--- src/rtl/window_scan_ctrl_if.sv ---
// Handshake bundle between the window scan controller and its memory/stage neighbours.
// The controller takes the master side; the surrounding datapath takes the slave side.
interface window_scan_ctrl_if #(
    parameter int ADDR_W = 32
);
    logic              start;
    logic              in_mem_ready;
    logic              en_in_mem;
    logic [ADDR_W-1:0] in_mem_addr;
    logic              en_gray;
    logic [3:0]        gray_addr;
    logic              en_sobel;
    logic              en_shiftscale;
    logic              en_out_mem;
    logic [ADDR_W-1:0] out_mem_addr;
    logic              busy;
    logic              done;

    modport master (
        input  start, in_mem_ready,
        output en_in_mem, in_mem_addr, en_gray, gray_addr, en_sobel,
               en_shiftscale, en_out_mem, out_mem_addr, busy, done
    );

    modport slave (
        output start, in_mem_ready,
        input  en_in_mem, in_mem_addr, en_gray, gray_addr, en_sobel,
               en_shiftscale, en_out_mem, out_mem_addr, busy, done
    );
endinterface

--- src/rtl/window_scan_ctrl.sv ---
// Raster-order 3x3 window scanner: sequences fetch/gray/sobel/scale/write per pixel.
// Optional BORDER_REPLICATE_EN clamps edge taps instead of pointing them at PAD_ADDR.
module window_scan_ctrl #(
    parameter int IMG_W    = 64,
    parameter int IMG_H    = 64,
    parameter int ADDR_W   = 32,
    parameter int PAD_ADDR = IMG_W * IMG_H
) (
    input  logic                  clk,
    input  logic                  rst,
    window_scan_ctrl_if.master    bus
);
    localparam int XW = $clog2(IMG_W);
    localparam int YW = $clog2(IMG_H);
    localparam int CW = ((XW > YW) ? XW : YW) + 2;

    localparam logic [XW-1:0]        X_LAST  = XW'(IMG_W - 1);
    localparam logic [YW-1:0]        Y_LAST  = YW'(IMG_H - 1);
    localparam logic signed [CW-1:0] COL_MAX = CW'(IMG_W - 1);
    localparam logic signed [CW-1:0] ROW_MAX = CW'(IMG_H - 1);
    localparam logic [ADDR_W-1:0]    STRIDE  = ADDR_W'(IMG_W);
    localparam logic [ADDR_W-1:0]    PAD     = ADDR_W'(PAD_ADDR);

    typedef enum logic [2:0] {
        S_IDLE, S_FETCH, S_GRAY, S_SOBEL, S_SCALE, S_WRITE, S_NEXT, S_DONE
    } state_t;

    state_t                   state, state_nxt;
    logic [XW-1:0]            x;
    logic [YW-1:0]            y;
    logic [3:0]               gray_addr;
    logic [ADDR_W-1:0]        out_addr;
    logic                     last_pix;
    logic                     launch;
    logic [1:0]               kc, kr;
    logic signed [CW-1:0]     col_c, row_c;
    logic [ADDR_W-1:0]        tap_addr;

    function automatic logic signed [CW-1:0] clamp_coord(
        input logic signed [CW-1:0] v,
        input logic signed [CW-1:0] vmax
    );
        if (v[CW-1])      return '0;
        else if (v > vmax) return vmax;
        else               return v;
    endfunction

    function automatic logic out_of_range(
        input logic signed [CW-1:0] v,
        input logic signed [CW-1:0] vmax
    );
        return v[CW-1] || (v > vmax);
    endfunction

    assign last_pix = (x == X_LAST) && (y == Y_LAST);
    assign launch   = ((state == S_IDLE) || (state == S_DONE)) && bus.start;

    always_ff @(posedge clk or posedge rst) begin
        if (rst) state <= S_IDLE;
        else     state <= state_nxt;
    end

    always_comb begin
        state_nxt = state;
        case (state)
            S_IDLE:  if (bus.start) state_nxt = S_FETCH;
            S_FETCH: if (bus.in_mem_ready) state_nxt = S_GRAY;
            S_GRAY:  state_nxt = (gray_addr < 4'd8) ? S_FETCH : S_SOBEL;
            S_SOBEL: state_nxt = S_SCALE;
            S_SCALE: state_nxt = S_WRITE;
            S_WRITE: state_nxt = S_NEXT;
            S_NEXT:  state_nxt = last_pix ? S_DONE : S_FETCH;
            S_DONE:  if (bus.start) state_nxt = S_FETCH;
            default: state_nxt = S_IDLE;
        endcase
    end

    // Scan counters: the last pixel leaves x/y parked until the next launch clears them.
    always_ff @(posedge clk or posedge rst) begin
        if (rst) begin
            x         <= '0;
            y         <= '0;
            gray_addr <= '0;
            out_addr  <= '0;
        end else if (launch) begin
            x         <= '0;
            y         <= '0;
            gray_addr <= '0;
            out_addr  <= '0;
        end else begin
            case (state)
                S_GRAY:  gray_addr <= gray_addr + 4'd1;
                S_SOBEL: gray_addr <= '0;
                S_WRITE: out_addr  <= out_addr + ADDR_W'(1);
                S_NEXT: begin
                    if (!last_pix) begin
                        if (x == X_LAST) begin
                            x <= '0;
                            y <= y + YW'(1);
                        end else begin
                            x <= x + XW'(1);
                        end
                    end
                end
                default: ;
            endcase
        end
    end

    always_comb begin
        kc = 2'd0;
        kr = 2'd0;
        case (gray_addr)
            4'd0: {kr, kc} = 4'b00_00;
            4'd1: {kr, kc} = 4'b00_01;
            4'd2: {kr, kc} = 4'b00_10;
            4'd3: {kr, kc} = 4'b01_00;
            4'd4: {kr, kc} = 4'b01_01;
            4'd5: {kr, kc} = 4'b01_10;
            4'd6: {kr, kc} = 4'b10_00;
            4'd7: {kr, kc} = 4'b10_01;
            4'd8: {kr, kc} = 4'b10_10;
            default: {kr, kc} = 4'b01_01;
        endcase
    end

    // Tap coordinates are signed so the -1 neighbour of column/row 0 is visible as negative.
    always_comb begin
        col_c = CW'(x) + CW'(kc) - CW'(1);
        row_c = CW'(y) + CW'(kr) - CW'(1);
`ifdef BORDER_REPLICATE_EN
        tap_addr = ADDR_W'($unsigned(clamp_coord(row_c, ROW_MAX))) * STRIDE
                 + ADDR_W'($unsigned(clamp_coord(col_c, COL_MAX)));
`else
        if (out_of_range(col_c, COL_MAX) || out_of_range(row_c, ROW_MAX))
            tap_addr = PAD;
        else
            tap_addr = ADDR_W'($unsigned(row_c)) * STRIDE + ADDR_W'($unsigned(col_c));
`endif
    end

    always_comb begin
        bus.en_in_mem     = 1'b0;
        bus.en_gray       = 1'b0;
        bus.en_sobel      = 1'b0;
        bus.en_shiftscale = 1'b0;
        bus.en_out_mem    = 1'b0;
        bus.busy          = 1'b1;
        bus.done          = 1'b0;
        case (state)
            S_IDLE:  bus.busy = 1'b0;
            S_FETCH: bus.en_in_mem = 1'b1;
            S_GRAY:  bus.en_gray = 1'b1;
            S_SOBEL: bus.en_sobel = 1'b1;
            S_SCALE: bus.en_shiftscale = 1'b1;
            S_WRITE: bus.en_out_mem = 1'b1;
            S_NEXT:  ;
            S_DONE: begin
                bus.busy = 1'b0;
                bus.done = 1'b1;
            end
            default: bus.busy = 1'b0;
        endcase
        bus.in_mem_addr  = (state == S_FETCH) ? tap_addr : '0;
        bus.gray_addr    = gray_addr;
        bus.out_mem_addr = out_addr;
    end
endmodule

--- src/flat_wrapper.sv ---
// flat-port wrapper written by rule: the top's interface ports become plain ports
module window_scan_ctrl_flat 
#(
    parameter int IMG_W    = 64,
    parameter int IMG_H    = 64,
    parameter int ADDR_W   = 32,
    parameter int PAD_ADDR = IMG_W * IMG_H
)
  (clk, rst, bus_start, bus_in_mem_ready, bus_en_in_mem, bus_in_mem_addr, bus_en_gray, bus_gray_addr, bus_en_sobel, bus_en_shiftscale, bus_en_out_mem, bus_out_mem_addr, bus_busy, bus_done);
  window_scan_ctrl_if #(.ADDR_W(ADDR_W)) bus_i ();
  input  logic clk;
  input  logic rst;
  input wire logic [$bits(bus_i.start)-1:0] bus_start;
  input wire logic [$bits(bus_i.in_mem_ready)-1:0] bus_in_mem_ready;
  output wire logic [$bits(bus_i.en_in_mem)-1:0] bus_en_in_mem;
  output wire logic [$bits(bus_i.in_mem_addr)-1:0] bus_in_mem_addr;
  output wire logic [$bits(bus_i.en_gray)-1:0] bus_en_gray;
  output wire logic [$bits(bus_i.gray_addr)-1:0] bus_gray_addr;
  output wire logic [$bits(bus_i.en_sobel)-1:0] bus_en_sobel;
  output wire logic [$bits(bus_i.en_shiftscale)-1:0] bus_en_shiftscale;
  output wire logic [$bits(bus_i.en_out_mem)-1:0] bus_en_out_mem;
  output wire logic [$bits(bus_i.out_mem_addr)-1:0] bus_out_mem_addr;
  output wire logic [$bits(bus_i.busy)-1:0] bus_busy;
  output wire logic [$bits(bus_i.done)-1:0] bus_done;
  assign bus_i.start = bus_start;
  assign bus_i.in_mem_ready = bus_in_mem_ready;
  assign bus_en_in_mem = bus_i.en_in_mem;
  assign bus_in_mem_addr = bus_i.in_mem_addr;
  assign bus_en_gray = bus_i.en_gray;
  assign bus_gray_addr = bus_i.gray_addr;
  assign bus_en_sobel = bus_i.en_sobel;
  assign bus_en_shiftscale = bus_i.en_shiftscale;
  assign bus_en_out_mem = bus_i.en_out_mem;
  assign bus_out_mem_addr = bus_i.out_mem_addr;
  assign bus_busy = bus_i.busy;
  assign bus_done = bus_i.done;
  window_scan_ctrl #(.IMG_W(IMG_W), .IMG_H(IMG_H), .ADDR_W(ADDR_W), .PAD_ADDR(PAD_ADDR)) u_core (.clk(clk), .rst(rst), .bus(bus_i));
endmodule
--- config.mk ---
export PLATFORM = sky130hd
export DESIGN_NAME = window_scan_ctrl_flat
export DESIGN_NICKNAME = d
export VERILOG_FILES = /design/src/rtl/window_scan_ctrl_if.sv /design/src/rtl/window_scan_ctrl.sv /design/src/flat_wrapper.sv
export SDC_FILE = /design/constraint.sdc
export NUM_CORES = 1
export LEC_CHECK = 0
export ABC_AREA = 1
export CAP_MARGIN = 0
export CORE_ASPECT_RATIO = 0.75
export CORE_MARGIN = 3
export CORE_UTILIZATION = 58
export DETAILED_ROUTE_END_ITERATION = 16
export PLACE_DENSITY = 0.88
export SYNTH_ARGS = -nofsm -noshare
export SYNTH_HDL_FRONTEND = slang
export SYNTH_SLANG_ARGS = --single-unit
--- constraint.sdc ---
create_clock -name clk -period 7.35 [get_ports clk]
set_input_delay 1.47 -clock clk [delete_from_list [all_inputs] [get_ports clk]]
set_output_delay 1.47 -clock clk [all_outputs]
set_load 0.005 [all_outputs]
After elaboration in Yosys (flattened, before gate mapping)
Memories as Yosys holds them, arrays and structs flattened. Index checks and enable logic that the tools add are counted.

Bits in registers: 51. Memory bits (read-only): 64. Input port bits: 4. Output and inout bits: 75. Logic and storage cells: 71. Memories kept: 1.

Memories: (no name shown) (words 16, bits a word 4, read ports 1, clocked after Yosys merged registers in 0, write ports 0, line window_scan_ctrl.sv:113) `case (gray_addr)`.

$add $sub $neg: 9. Order comparisons: 3. Equality and inequality tests: 12. Multiplexer cells: 26. Reductions and logical operators: 15.

Operator list (count): 32-bit two-way mux (4); 6-bit two-way mux (8); 32-bit by 1-bit adder with 32-bit output, second input constant (1); 3-bit one-hot mux with 7 select lines (1); 8-bit by 7-bit > comparator with 1-bit output, second input constant (2); 8-bit by 1-bit subtractor with 8-bit output, second input constant (2); 14-bit by 8-bit adder with 15-bit output (1); 6-bit by 2-bit adder with 7-bit output (2); 6-bit by 1-bit adder with 6-bit output, second input constant (2); 3-bit == test, second input constant (4); 6-bit == test, second input constant (2); 3-bit two-way mux (3); 4-bit one-hot mux with 2 select lines (1); 1-bit two-way mux (7); 3-bit by 2-bit == test with 1-bit output, second input constant (2); 2-bit nonzero test (3); 4-bit by 1-bit adder with 4-bit output, second input constant (1); 1-bit logical OR (4); 4-bit less-than comparator, second input constant (1); 4-bit two-way mux (1); 2-bit inequality test, second input constant (2); 2-bit AND reduction (2); 3-bit by 1-bit == test with 1-bit output, second input constant (1); 3-bit logical NOT (1); 6 further kinds (7).

Logic depth before layout (Yosys ltp)
Gate-level depths: netlist of run 1. An unclocked memory read counts as a cell.

Depth in word-level cells: 8. Gate-level depth with buffers: 27. Depth with buffers taken out: 27.

Worst setup path after synthesis of run 1
No wires, ideal clock.

Path type: register to output. Start: register u_core.gray_addr[0] (netlist: u_core.bus.gray_addr[0]). End: output bus_in_mem_addr[10]. Arrival: 3494 ps. Data required time: 5880 ps. Path slack: 2386 ps. Stages on the path, launching flop included: 22. Buffers on the path: 0. Path through: dfrtp_1 inv_1 ha_1 nand2_1 o21ai_0 o21ai_0 ha_1 inv_1 fa_1 ha_1 nand2_1 nor2_1 nand3_1 nand2_1 nand2_2 inv_1 ha_1 fa_1 nand2_1 nor2_1 xnor2_1 nor2_4.

Cells in the longest elaborated chain, start to end: 8. Elaborated cells between the ends (all ways): 13. Those cells by class: add/sub (5); order compare (2); mux (2); reduce/logical (3); memory (1).

Ends and longest elaborated chain: from (decl) (line window_scan_ctrl.sv:31) `logic [3:0] gray_addr;`; from (signal assigned) (line window_scan_ctrl.sv:92) `S_GRAY: gray_addr <= gray_addr + 4'd1;`; memory 16 x 4 bit (*); parallel branches: the longest is 5 deep, another holds 14-bit by 8-bit adder with 15-bit output; 32-bit two-way mux (*) (line window_scan_ctrl.sv:135) `if (out_of_range(col_c, COL_MAX) || out_of_range(row_c, ROW_MAX))`; 32-bit two-way mux (*) (line window_scan_ctrl.sv:164) `bus.in_mem_addr = (state == S_FETCH) ? tap_addr : '0;`; to (decl) (line flat_wrapper.sv:16) `output wire logic [$bits(bus_i.in_mem_addr)-1:0] bus_in_mem_addr;`.

Mark *: on every way between the ends.

Worst setup path after layout of run 1
Ends and elaborated chain as after synthesis.

==> flow_summary_export.csv, run 1 <==
group,metric,value,unit
run_status,status,"completed",
finish,diodes,0,
route,drt_first_iter_violations,401,
global_route,grt_pass1_wl,18200,um
clocking,clock_path_buffers,2,
timing,fin_tns_setup,0,ns
pwr,switchingPower,0.757,mW
timing,worst_pin_slew,1.07,ns
floorplanning,dieArea,8300,um^2
logic_synthesis,yosysSeqAreaShare,0.304,
global_route,antenna_found_initial,0,
timing,slew_viol_final,0,
clocking,cts_made_buffers,5,
pwr,swShare,0.513,
timing,setup_viol_count_final,0,
worst_setup_path,cp_data_required_time,5.88,ns
placement,gp_congestion,0.914,
worst_hold_path,hp-class,"reg -> reg",
placement,dpl.hpwl,8160,um
timing,max_freq,0.162,GHz
clocking,clkSinkCount,51,
finish,final_layout_size_suffix_gt1_frac,0.0827,
flow_run,cap_violations,0,
route,drt_first_pass_iters,5,
clocking,cts_tree,"done",
clocking,clock_latency,0.32,ns
placement,dpl_cell_area,4770,um^2
timing,min_period_over_period,0.840,
route,finalWirelength,10600,um
floorplanning,fp.coreArea,6930,um^2
clocking,cts_hold_buf,0,
route,wl_per_cell,14.2,um
timing,fin_ws,1.18,ns
logic_synthesis,ys_types,44,
clocking,clk_pin_slew,0.10,ns
global_route,overflow,0,
global_route,grtUsageTotal,0.266,
timing,slew_headroom,0.284,
logic_synthesis,async_flop_share,1.00,
finish,area_growth,15.7,%
floorplanning,die_w,104,um
route,ant_nets,0,
pwr,p_per_area,304,nW/um^2
finish,nets,674,
route,drc_errors,0,
clocking,clockRootBuffer,"clkbuf_8",
finish,layout_commonest_cell,"nand2_1",
logic_synthesis,syn_area,4200,um^2
finish,fin_util,0.701,
logic_synthesis,ys.flop_type,"dfrtp_1",
logic_synthesis,synth_edf_count,0,
pwr,power_frac_seq,0.257,
finish,fin_area,4860,um^2
worst_setup_path,crit_type,"reg -> out",
worst_setup_path,cp.arrival,4.70,ns
floorplanning,initial_core_util,0.605,
placement,io_buffers,59,
pwr,intPower,0.718,mW
timing,hold_viol,0,
pwr,vdd_ir_drop_max,0.177,mV
clocking,cts.repair.resized,0,
finish,final_cell_mix,"nand2_1 (123), inv_1 (82), nor2_1 (70)",
logic_synthesis,syn_area_per_cell,7.04,um^2
timing,min_period,6.17,ns
floorplanning,fp-row-count,26,
worst_setup_path,critPathLaunchType,"flip-flop",
pwr,share_comb_of_total_power,0.629,
clocking,h-tree-depth,2,
logic_synthesis,syn_inst,596,
timing,skew,0.00765,ns
worst_setup_path,critPathMaxFanout,6,
route,via_count,4190,
route,viasPerCell,5.58,
timing,rsz0062_at_grt,"no",
logic_synthesis,ys_ff_latch,51,
global_route,grt_max_degree,52,
worst_setup_path,worstSetupEndpointType,"output port",
clocking,post_cts_buffers,0,
pwr,power.leakage,2.24,nW
global_route,first_global_vias,4036,
placement,dp_worst_setup_slack,1.55,ns
floorplanning,num_io_pins,79,
floorplanning,die_h,79.7,um
finish,fillCellCount,567,
logic_synthesis,ys_warn_count,0,
pwr,p_clk_frac,0.114,
[power groups by stage]
stage          clock, mW  sequential (mW)  combinational [mW]
2_1_floorplan          0            0.363               0.714
3_3_place_gp           0            0.380               0.871
3_5_place_dp           0            0.383               0.920
4_1_cts            0.169            0.377               0.925
5_1_grt            0.179            0.388                1.04
6_report           0.167            0.380               0.928
[cell type report]
cell class / count / area [um^2] / share of cell area
multi-input combinational: 447 / 2440 / 0.503
sequential: 51 / 1280 / 0.263
timing repair buffer: 59 / 591 / 0.122
inverter: 88 / 333 / 0.0685
tap: 98 / 123 / 0.0253
clock buffer: 5 / 68.8 / 0.0142
clock inverter: 3 / 20.0 / 0.00412
[sequential cells by signal, indices dropped and copies added, names as in the netlist]
signal and flops:
u_core.bus.out_mem_addr 32, u_core.y 6, u_core.bus.gray_addr 4, u_core.state 3, u_core.x 6
[synth_stat cells, types with 2 or more instances]
| library cell | number | area share |
|---|---|---|
| nor2_2 | 6 | 0.0089 |
| nand2_1 | 123 | 0.11 |
| inv_1 | 83 | 0.074 |
| xor2_1 | 10 | 0.021 |
| a21oi_1 | 23 | 0.027 |
| a22oi_1 | 3 | 0.0054 |
| buf_4 | 20 | 0.036 |
| nand2_4 | 3 | 0.0081 |
| and3_1 | 3 | 0.0045 |
| fa_1 | 3 | 0.014 |
| o21a_1 | 2 | 0.0036 |
| nor2_8 | 2 | 0.0095 |
| dfrtp_1 | 51 | 0.30 |
| inv_2 | 3 | 0.0027 |
| nand2_2 | 9 | 0.013 |
| buf_2 | 4 | 0.0048 |
| nand3_1 | 52 | 0.062 |
| nand4_2 | 2 | 0.0060 |
| ha_1 | 15 | 0.045 |
| nor3_1 | 21 | 0.025 |
| nor2_1 | 70 | 0.063 |
| xnor2_1 | 4 | 0.0083 |
| o21ai_1 | 6 | 0.0072 |
| o21ai_0 | 29 | 0.035 |
| nand4_1 | 18 | 0.027 |
| nor2_4 | 13 | 0.035 |
[cell families after synthesis]
kind of cell	count (synthesis)	synth area share
xor gates and xnor gates	14	0.0292
and+or+nand+nor	329	0.391
DFF	51	0.304
AOI/OAI and AO/OA	67	0.0868
buffers and inverters	116	0.129
other	1	0.000894
adders and majority gates	18	0.0591
[path summary, 6_finish.rpt]
check                                            start                     endpoint  slack [ns]  depth (start not counted)
hold reg to reg            u_core.bus.out_mem_addr[23]  u_core.bus.out_mem_addr[23]        0.57                          1
max in group asynchronous                          rst                  u_core.x[5]        4.94                          2
min in group asynchronous                          rst                  u_core.x[3]        1.74                          2
setup / recovery               u_core.bus.gray_addr[0]          bus_in_mem_addr[10]        1.18                         22
hold / removal             u_core.bus.out_mem_addr[23]  u_core.bus.out_mem_addr[23]        0.57                          1
setup reg to reg                       u_core.state[0]  u_core.bus.out_mem_addr[29]        5.21                          8
[metrics by stage]
stage	cells	power, mW	hold WS, ns
2_1_floorplan	614	1.08	0.514
3_3_place_gp	743	1.25	0.538
3_5_place_dp	743	1.30	0.555
4_1_cts	751	1.47	0.568
5_1_grt	751	1.60	0.593
6_report	751	1.47	0.570
[per-layer routing]
layer | track usage | vias up | share of wire
met2 | 0.458 | 233 | 0.46
met4 | 0.0784 | 0 | 0.020
li1 | - | 1992 | -
met3 | 0.0461 | 27 | 0.091
met5 | 0 | - | 0
met1 | 0.347 | 1938 | 0.43
[critical path, cell delays in order (launching register included)]
cell and delay [ns]:
dfrtp_1 0.46, inv_1 0.11, ha_1 0.32, nand2_1 0.10
o21ai_0 0.10, o21ai_0 0.18, ha_1 0.21, inv_1 0.06
fa_1 0.49, ha_1 0.25, nand2_1 0.14, nor2_1 0.08
nand3_1 0.07, nand2_1 0.06, nand2_2 0.10, inv_1 0.05
ha_1 0.22, fa_1 0.41, nand2_1 0.09, nor2_1 0.07
xnor2_1 0.18, nor2_4 0.12, clkdlybuf4s50_1 0.52
Power figures use the tool's default switching activity.
==> inputs of run 2 (changes only) <==
--- a/config.mk
+++ b/config.mk
@@ -9,9 +9,9 @@
 export CAP_MARGIN = 0
 export CORE_ASPECT_RATIO = 0.75
 export CORE_MARGIN = 3
-export CORE_UTILIZATION = 58
+export CORE_UTILIZATION = 48
 export DETAILED_ROUTE_END_ITERATION = 16
-export PLACE_DENSITY = 0.88
+export PLACE_DENSITY = 0.77
 export SYNTH_ARGS = -nofsm -noshare
 export SYNTH_HDL_FRONTEND = slang
 export SYNTH_SLANG_ARGS = --single-unit
==> constraint.sdc (replaced) <==
create_clock -name clk -period 5.35 [get_ports clk]
set_input_delay 1.07 -clock clk [delete_from_list [all_inputs] [get_ports clk]]
set_output_delay 1.07 -clock clk [all_outputs]
set_load 0.005 [all_outputs]
==> run 2 against run 1 <==
Against the previous run: first-iteration DRC count is 28% lower; highest routed layer unchanged; clock-buffer cell count up 2; final area is 5.3% higher.
==> flow_summary_export.csv, run 2 (same netlist as run 1, synthesis figures left out) <==
group,metric,value,unit
global_route,grtUsageTotal,0.215,
pwr,p_clk_frac,0.149,
global_route,overflow,0,
worst_setup_path,critPathLaunchType,"flip-flop",
worst_setup_path,cp.arrival,4.17,ns
timing,min_period_over_period,0.979,
worst_setup_path,critPathMaxFanout,3,
worst_setup_path,reg2reg_depth,9,
placement,dpl.hpwl,7820,um
route,drt_first_pass_iters,5,
timing,hold_viol,0,
worst_hold_path,min_from,"u_core.bus.out_mem_addr[23]",
timing,min_period,5.24,ns
worst_hold_path,hp-class,"reg -> reg",
worst_setup_path,cp_data_required_time,4.28,ns
route,finalWirelength,10500,um
route,ant_nets,0,
floorplanning,fp.coreArea,8200,um^2
pwr,power.leakage,2.42,nW
global_route,first_global_vias,3812,
worst_hold_path,hold_end,"u_core.bus.out_mem_addr[23]",
route,via_count,4035,
placement,dpl_cell_area,4800,um^2
pwr,p_per_area,452,nW/um^2
worst_hold_path,min_path_cells,1,
clocking,cts_tree,"done",
global_route,grt_pass1_wl,17600,um
finish,final_layout_size_suffix_gt1_frac,0.123,
timing,max_freq,0.191,GHz
global_route,grt_max_degree,52,
pwr,vdd_ir_drop_max,0.354,mV
floorplanning,initial_core_util,0.512,
clocking,clock_path_buffers,2,
pwr,p_total,2.31,mW
timing,slew_headroom,0.567,
run_status,status,"completed",
timing,skew,0.00551,ns
placement,gp_congestion,0.881,
worst_setup_path,r2r_start,"u_core.state[0]",
timing,worst_pin_slew,0.650,ns
pwr,share_comb_of_total_power,0.630,
clocking,clk_pin_slew,0.07,ns
worst_setup_path,rrSetupSlack,3.27,ns
route,drt_first_iter_violations,287,
placement,io_buffers,59,
worst_setup_path,crit_type,"reg -> out",
floorplanning,die_h,87.0,um
floorplanning,dieArea,9910,um^2
timing,rsz0062_at_grt,"yes",
finish,area_growth,21.9,%
floorplanning,num_io_pins,79,
clocking,cts_made_buffers,5,
global_route,antenna_found_initial,0,
route,drc_errors,0,
pwr,power_frac_seq,0.222,
clocking,clock_latency,0.29,ns
floorplanning,fp-row-count,28,
route,viasPerCell,5.25,
finish,fin_area,5110,um^2
finish,nets,685,
route,wl_per_cell,13.6,um
finish,layout_commonest_cell,"nand2_1",
worst_setup_path,worstSetupEndpointType,"output port",
worst_setup_path,reg2reg_to,"u_core.bus.out_mem_addr[29]",
clocking,clockRootBuffer,"clkbuf_16",
clocking,h-tree-depth,2,
finish,largest_reg_flops,32,
timing,slew_viol_final,0,
floorplanning,die_w,114,um
finish,diodes,0,
timing,setup_viol_count_final,0,
clocking,clkSinkCount,51,
pwr,swShare,0.482,
pwr,intPower,1.20,mW
flow_run,cap_violations,0,
pwr,switchingPower,1.12,mW
finish,final_cell_mix,"nand2_1 (120), inv_1 (81), nor2_1 (65)",
-- run 2: cell count changes in the layout (fill, tap and decap cells not counted), sizes merged --
cell / delta
dlymetal6s2s: +5
clkdlybuf4s50: -5
buf: +11
clkinv: -1
clkinvlp: -1
clkbuf: +2
-- run 2: per-stage QoR --
step | worst slack (ns) | util | hold WS (ns) | cells | TNS (ns)
final | 0.113 | 0.624 | 0.561 | 769 | 0
after global routing | -0.116 | 0.624 | 0.590 | 769 | -0.116
after CTS | 0.00533 | 0.609 | 0.558 | 763 | 0
after detailed placement | 0.171 | 0.585 | 0.549 | 753 | 0
after global placement | 0.299 | 0.585 | 0.547 | 753 | 0
after floorplan | 0.786 | - | 0.514 | 614 | 0
-- run 2: metal layers --
metal | track usage | up-vias | routed length [um]
met5 | 0 | - | 0
met4 | 0.0291 | 0 | 51
li1 | - | 2023 | -
met3 | 0.0403 | 6 | 669
met1 | 0.307 | 1869 | 4910
met2 | 0.349 | 137 | 4840
-- run 2: worst max-delay path by stage --
stage	to	slack (ns)	from
CTS	bus_in_mem_addr[12]	0.005	u_core.bus.gray_addr[0]
finish	bus_in_mem_addr[9]	0.11	u_core.bus.gray_addr[0]
detailed placement	bus_in_mem_addr[10]	0.17	u_core.bus.gray_addr[0]
global route	bus_in_mem_addr[9]	-0.12	u_core.bus.gray_addr[0]
floorplan	bus_in_mem_addr[10]	0.79	u_core.bus.gray_addr[0]
global placement	bus_in_mem_addr[10]	0.30	u_core.bus.gray_addr[0]
-- run 2: power groups by stage --
stage	combinational, mW	clock, mW	sequential (mW)
floorplan	0.982	0	0.499
global placement	1.23	0	0.515
detailed placement	1.26	0	0.518
CTS	1.31	0.349	0.510
global route	1.62	0.362	0.523
finish	1.46	0.344	0.512
-- run 2: timing repair --
item	in CTS	in global routing
gates resized for setup	8	20
setup buffers	2	6
hold buffers	0	0
pin swaps	1	7
endpoints found under the setup margin	4	13
-- run 2: area by class of cell --
type,count,area [um^2]
clock buffers,7,153
clock inverters,1,7.51
fillers,739,3090
inverters,88,333
multi-input cells,447,2530
flip-flops and latches,51,1280
well taps,105,131
repair buffers,70,686
-- run 2: critical path, cell delays in order, from the launching register on --
cell and delay (ns):
dfrtp_1 0.36, inv_2 0.06, ha_1 0.30, nand2_1 0.07
o21ai_0 0.08, o21ai_1 0.16, ha_2 0.21, inv_1 0.06
fa_2 0.61, ha_4 0.16, nand2_2 0.08, nor2_4 0.13
nand3_2 0.09, nand2_4 0.10, inv_1 0.05, ha_2 0.18
a21oi_1 0.15, nor2_1 0.08, buf_4 0.15, xor2_2 0.18
nor2_4 0.13, clkdlybuf4s50_1 0.50
==> inputs of run 3 (changes only) <==
--- a/config.mk
+++ b/config.mk
@@ -7,7 +7,7 @@
 export LEC_CHECK = 0
 export ABC_AREA = 1
 export CAP_MARGIN = 0
-export CORE_ASPECT_RATIO = 0.75
+export CORE_ASPECT_RATIO = 1.4
 export CORE_MARGIN = 3
 export CORE_UTILIZATION = 48
 export DETAILED_ROUTE_END_ITERATION = 16
==> run 3 against run 2 <==
Against the previous run: the flow now finishes with violations (setup timing); largest power group unchanged; via count fell by 1.8%; worst hold slack improved by 0.017 ns; largest cell class unchanged; clock skew fell by 0.0010 ns; final area fell by 1.8%; total power fell by 4.7%; fmax fell by 2.1%; non-clock buffer count fell by 6; highest routed layer unchanged; sequential power barely moved; critical path depth did not move.
==> flow_summary_export.csv, run 3 (same netlist as run 1, synthesis figures left out) <==
group,metric,value,unit
global_route,met1_usage,0.223,
timing,slew_headroom,0.559,
pwr,p_total,2.20,mW
worst_setup_path,slowest_stage,"fa_2",
route,viasPerCell,5.21,
global_route,grtUsageTotal,0.210,
floorplanning,num_io_pins,79,
pwr,switchingPower,1.04,mW
timing,rsz0062_at_grt,"yes",
worst_setup_path,path_buf_inv,4,
route,drc_errors,0,
pwr,vdd_ir_drop_max,0.386,mV
timing,fin_ws,-0.000365,ns
worst_setup_path,cp.depth,21,
pwr,intPower,1.17,mW
route,drt_first_iter_violations,168,
run_status,status,"finished, violations left",
floorplanning,fp-row-count,39,
route,ant_nets,0,
timing,setup_viol_count_final,1,
clocking,h-tree-depth,2,
floorplanning,fp.coreArea,8340,um^2
clocking,clock_path_buffers,2,
timing,slew_viol_final,0,
timing,max_freq,0.187,GHz
timing,worst_pin_slew,0.662,ns
clocking,clock_latency,0.30,ns
finish,diodes,0,
worst_setup_path,cp_data_required_time,4.28,ns
timing,min_period,5.35,ns
clocking,clockRootBuffer,"clkbuf_16",
finish,fillCellCount,756,
worst_setup_path,reg2reg_depth,8,
finish,area_growth,19.6,%
finish,seq_area,1280,um^2
floorplanning,dieArea,9910,um^2
global_route,first_global_vias,3854,
finish,layout_commonest_cell,"nand2_1",
global_route,grt_use_met3,0.0303,
finish,final_layout_size_suffix_gt1_frac,0.108,
placement,io_buffers,59,
worst_setup_path,critPathMaxFanout,3,
timing,hold_viol,0,
global_route,antenna_found_initial,0,
pwr,swShare,0.470,
floorplanning,die_w,85.0,um
finish,instances_no_fill,760,
global_route,overflow,0,
route,drt_first_pass_iters,5,
global_route,met2_usage,0.406,
timing,skew,0.00451,ns
worst_hold_path,min_path_cells,1,
worst_setup_path,critPathLaunchType,"flip-flop",
timing,min_period_over_period,1.00,
route,via_count,3961,
floorplanning,die_h,117,um
global_route,globalRoute.busiestLayer,"met2",
pwr,power_frac_seq,0.232,
placement,dpl.hpwl,7770,um
pwr,p_clk_frac,0.171,
pwr,p_per_area,439,nW/um^2
finish,multi_input_area,2470,um^2
finish,nets,679,
floorplanning,initial_core_util,0.503,
clocking,clk_pin_slew,0.07,ns
global_route,grt_pass1_wl,17000,um
clocking,cts_tree,"done",
worst_setup_path,cp.arrival,4.28,ns
worst_setup_path,cpPeakStageDelay,0.54,ns
pwr,share_comb_of_total_power,0.596,
worst_setup_path,worstPathCellList,"inv_2 > ha_1 > nand2_1 > o21ai_0 > o21ai_1 > ha_2 > inv_1 > fa_2 > ha_2 > nand2_2 > nor2_4 > nand3_2 > nand2_2 > inv_1 > ha_2 > fa_2 > nand2_1 > nor2_2 > xnor2_1 > nor2_4 > clkdlybuf4s50_1",
worst_setup_path,cp_common_cell,"ha_2",
worst_setup_path,cp_top_family,"adder cells",
clocking,cts_made_buffers,5,
run_status,violations,"setup timing",
clocking,clkSinkCount,51,
worst_hold_path,hp-class,"reg -> reg",
finish,largest_reg_flops,32,
placement,gp_congestion,0.930,
worst_setup_path,worstSetupEndpointType,"output port",
clocking,cts_hold_buf,0,
timing,whs,0.578,ns
flow_run,cap_violations,0,
route,wl_per_cell,13.4,um
placement,dp_cells,749,
route,finalWirelength,10200,um
worst_setup_path,crit_type,"reg -> out",
global_route,grt_max_degree,52,
finish,final_cell_mix,"nand2_1 (121), inv_1 (81), nor2_1 (66)",
pwr,power.leakage,2.36,nW
[run 3: cell types whose count changed in the layout (fill, tap and decap cells not counted), moves of 2 or more]
cell,delta
nor2_4,-3
clkdlybuf4s50_1,+2
buf_4,-6
nor2_2,+2
dlymetal6s2s_1,-2
[run 3: final cells by class]
cell class / count / share of cell area
Sequential cell: 51 / 0.254
Timing Repair Buffer: 64 / 0.127
Tap cell: 102 / 0.0254
Multi-Input combinational cell: 447 / 0.493
Inverter: 88 / 0.0663
Clock buffer: 6 / 0.0277
Clock inverter: 2 / 0.00698
[run 3: repair_timing]
action	CTS	global route
buffers inserted	2	1
endpoints found under the setup margin	6	6
gates resized for setup	7	9
pin swaps	1	4
[run 3: worst reg2reg max path: cells and delay by family (launching register included)]
| family | cells | cell delay [ns] |
|---|---|---|
| DFF | 1 | 0.40 |
| buffers and inverters | 2 | 0.36 |
| and+or+nand+nor | 6 | 1.24 |
[run 3: path summary, 6_finish.rpt]
| check | from | end | slack, ns |
|---|---|---|---|
| setup / recovery | u_core.bus.gray_addr[0] | bus_in_mem_addr[10] | -0.0004 |
| hold / removal | u_core.bus.out_mem_addr[15] | u_core.bus.out_mem_addr[15] | 0.58 |
| setup reg to reg | u_core.state[1] | u_core.bus.out_mem_addr[29] | 3.24 |
| hold reg to reg | u_core.bus.out_mem_addr[15] | u_core.bus.out_mem_addr[15] | 0.58 |
| max in group asynchronous | rst | u_core.bus.out_mem_addr[25] | 3.64 |
| min in group asynchronous | rst | u_core.bus.out_mem_addr[19] | 1.27 |
[run 3: power groups by stage]
stage / clock (mW) / combinational (mW) / sequential, mW
floorplan: 0 / 0.982 / 0.499
global placement: 0 / 1.20 / 0.516
detailed placement: 0 / 1.24 / 0.521
CTS: 0.386 / 1.29 / 0.510
global route: 0.399 / 1.47 / 0.521
finish: 0.378 / 1.31 / 0.513
[run 3: stage by stage]
step | utilization | cell area (um^2) | setup slack, ns | setup TNS [ns]
after CTS | 0.598 | 4990 | 0.00265 | 0
after global routing | 0.601 | 5020 | -0.341 | -0.777
final | 0.601 | 5020 | -0.000365 | -0.000365
after detailed placement | 0.574 | 4790 | 0.117 | 0
after floorplan | - | 4260 | 0.786 | 0
after global placement | 0.574 | 4790 | 0.252 | 0
[run 3: per-layer routing]
metal | vias up | wire [um]
met3 | 16 | 399
met5 | - | 0
met4 | 0 | 219
met2 | 91 | 5650
met1 | 1846 | 3890
li1 | 2008 | -
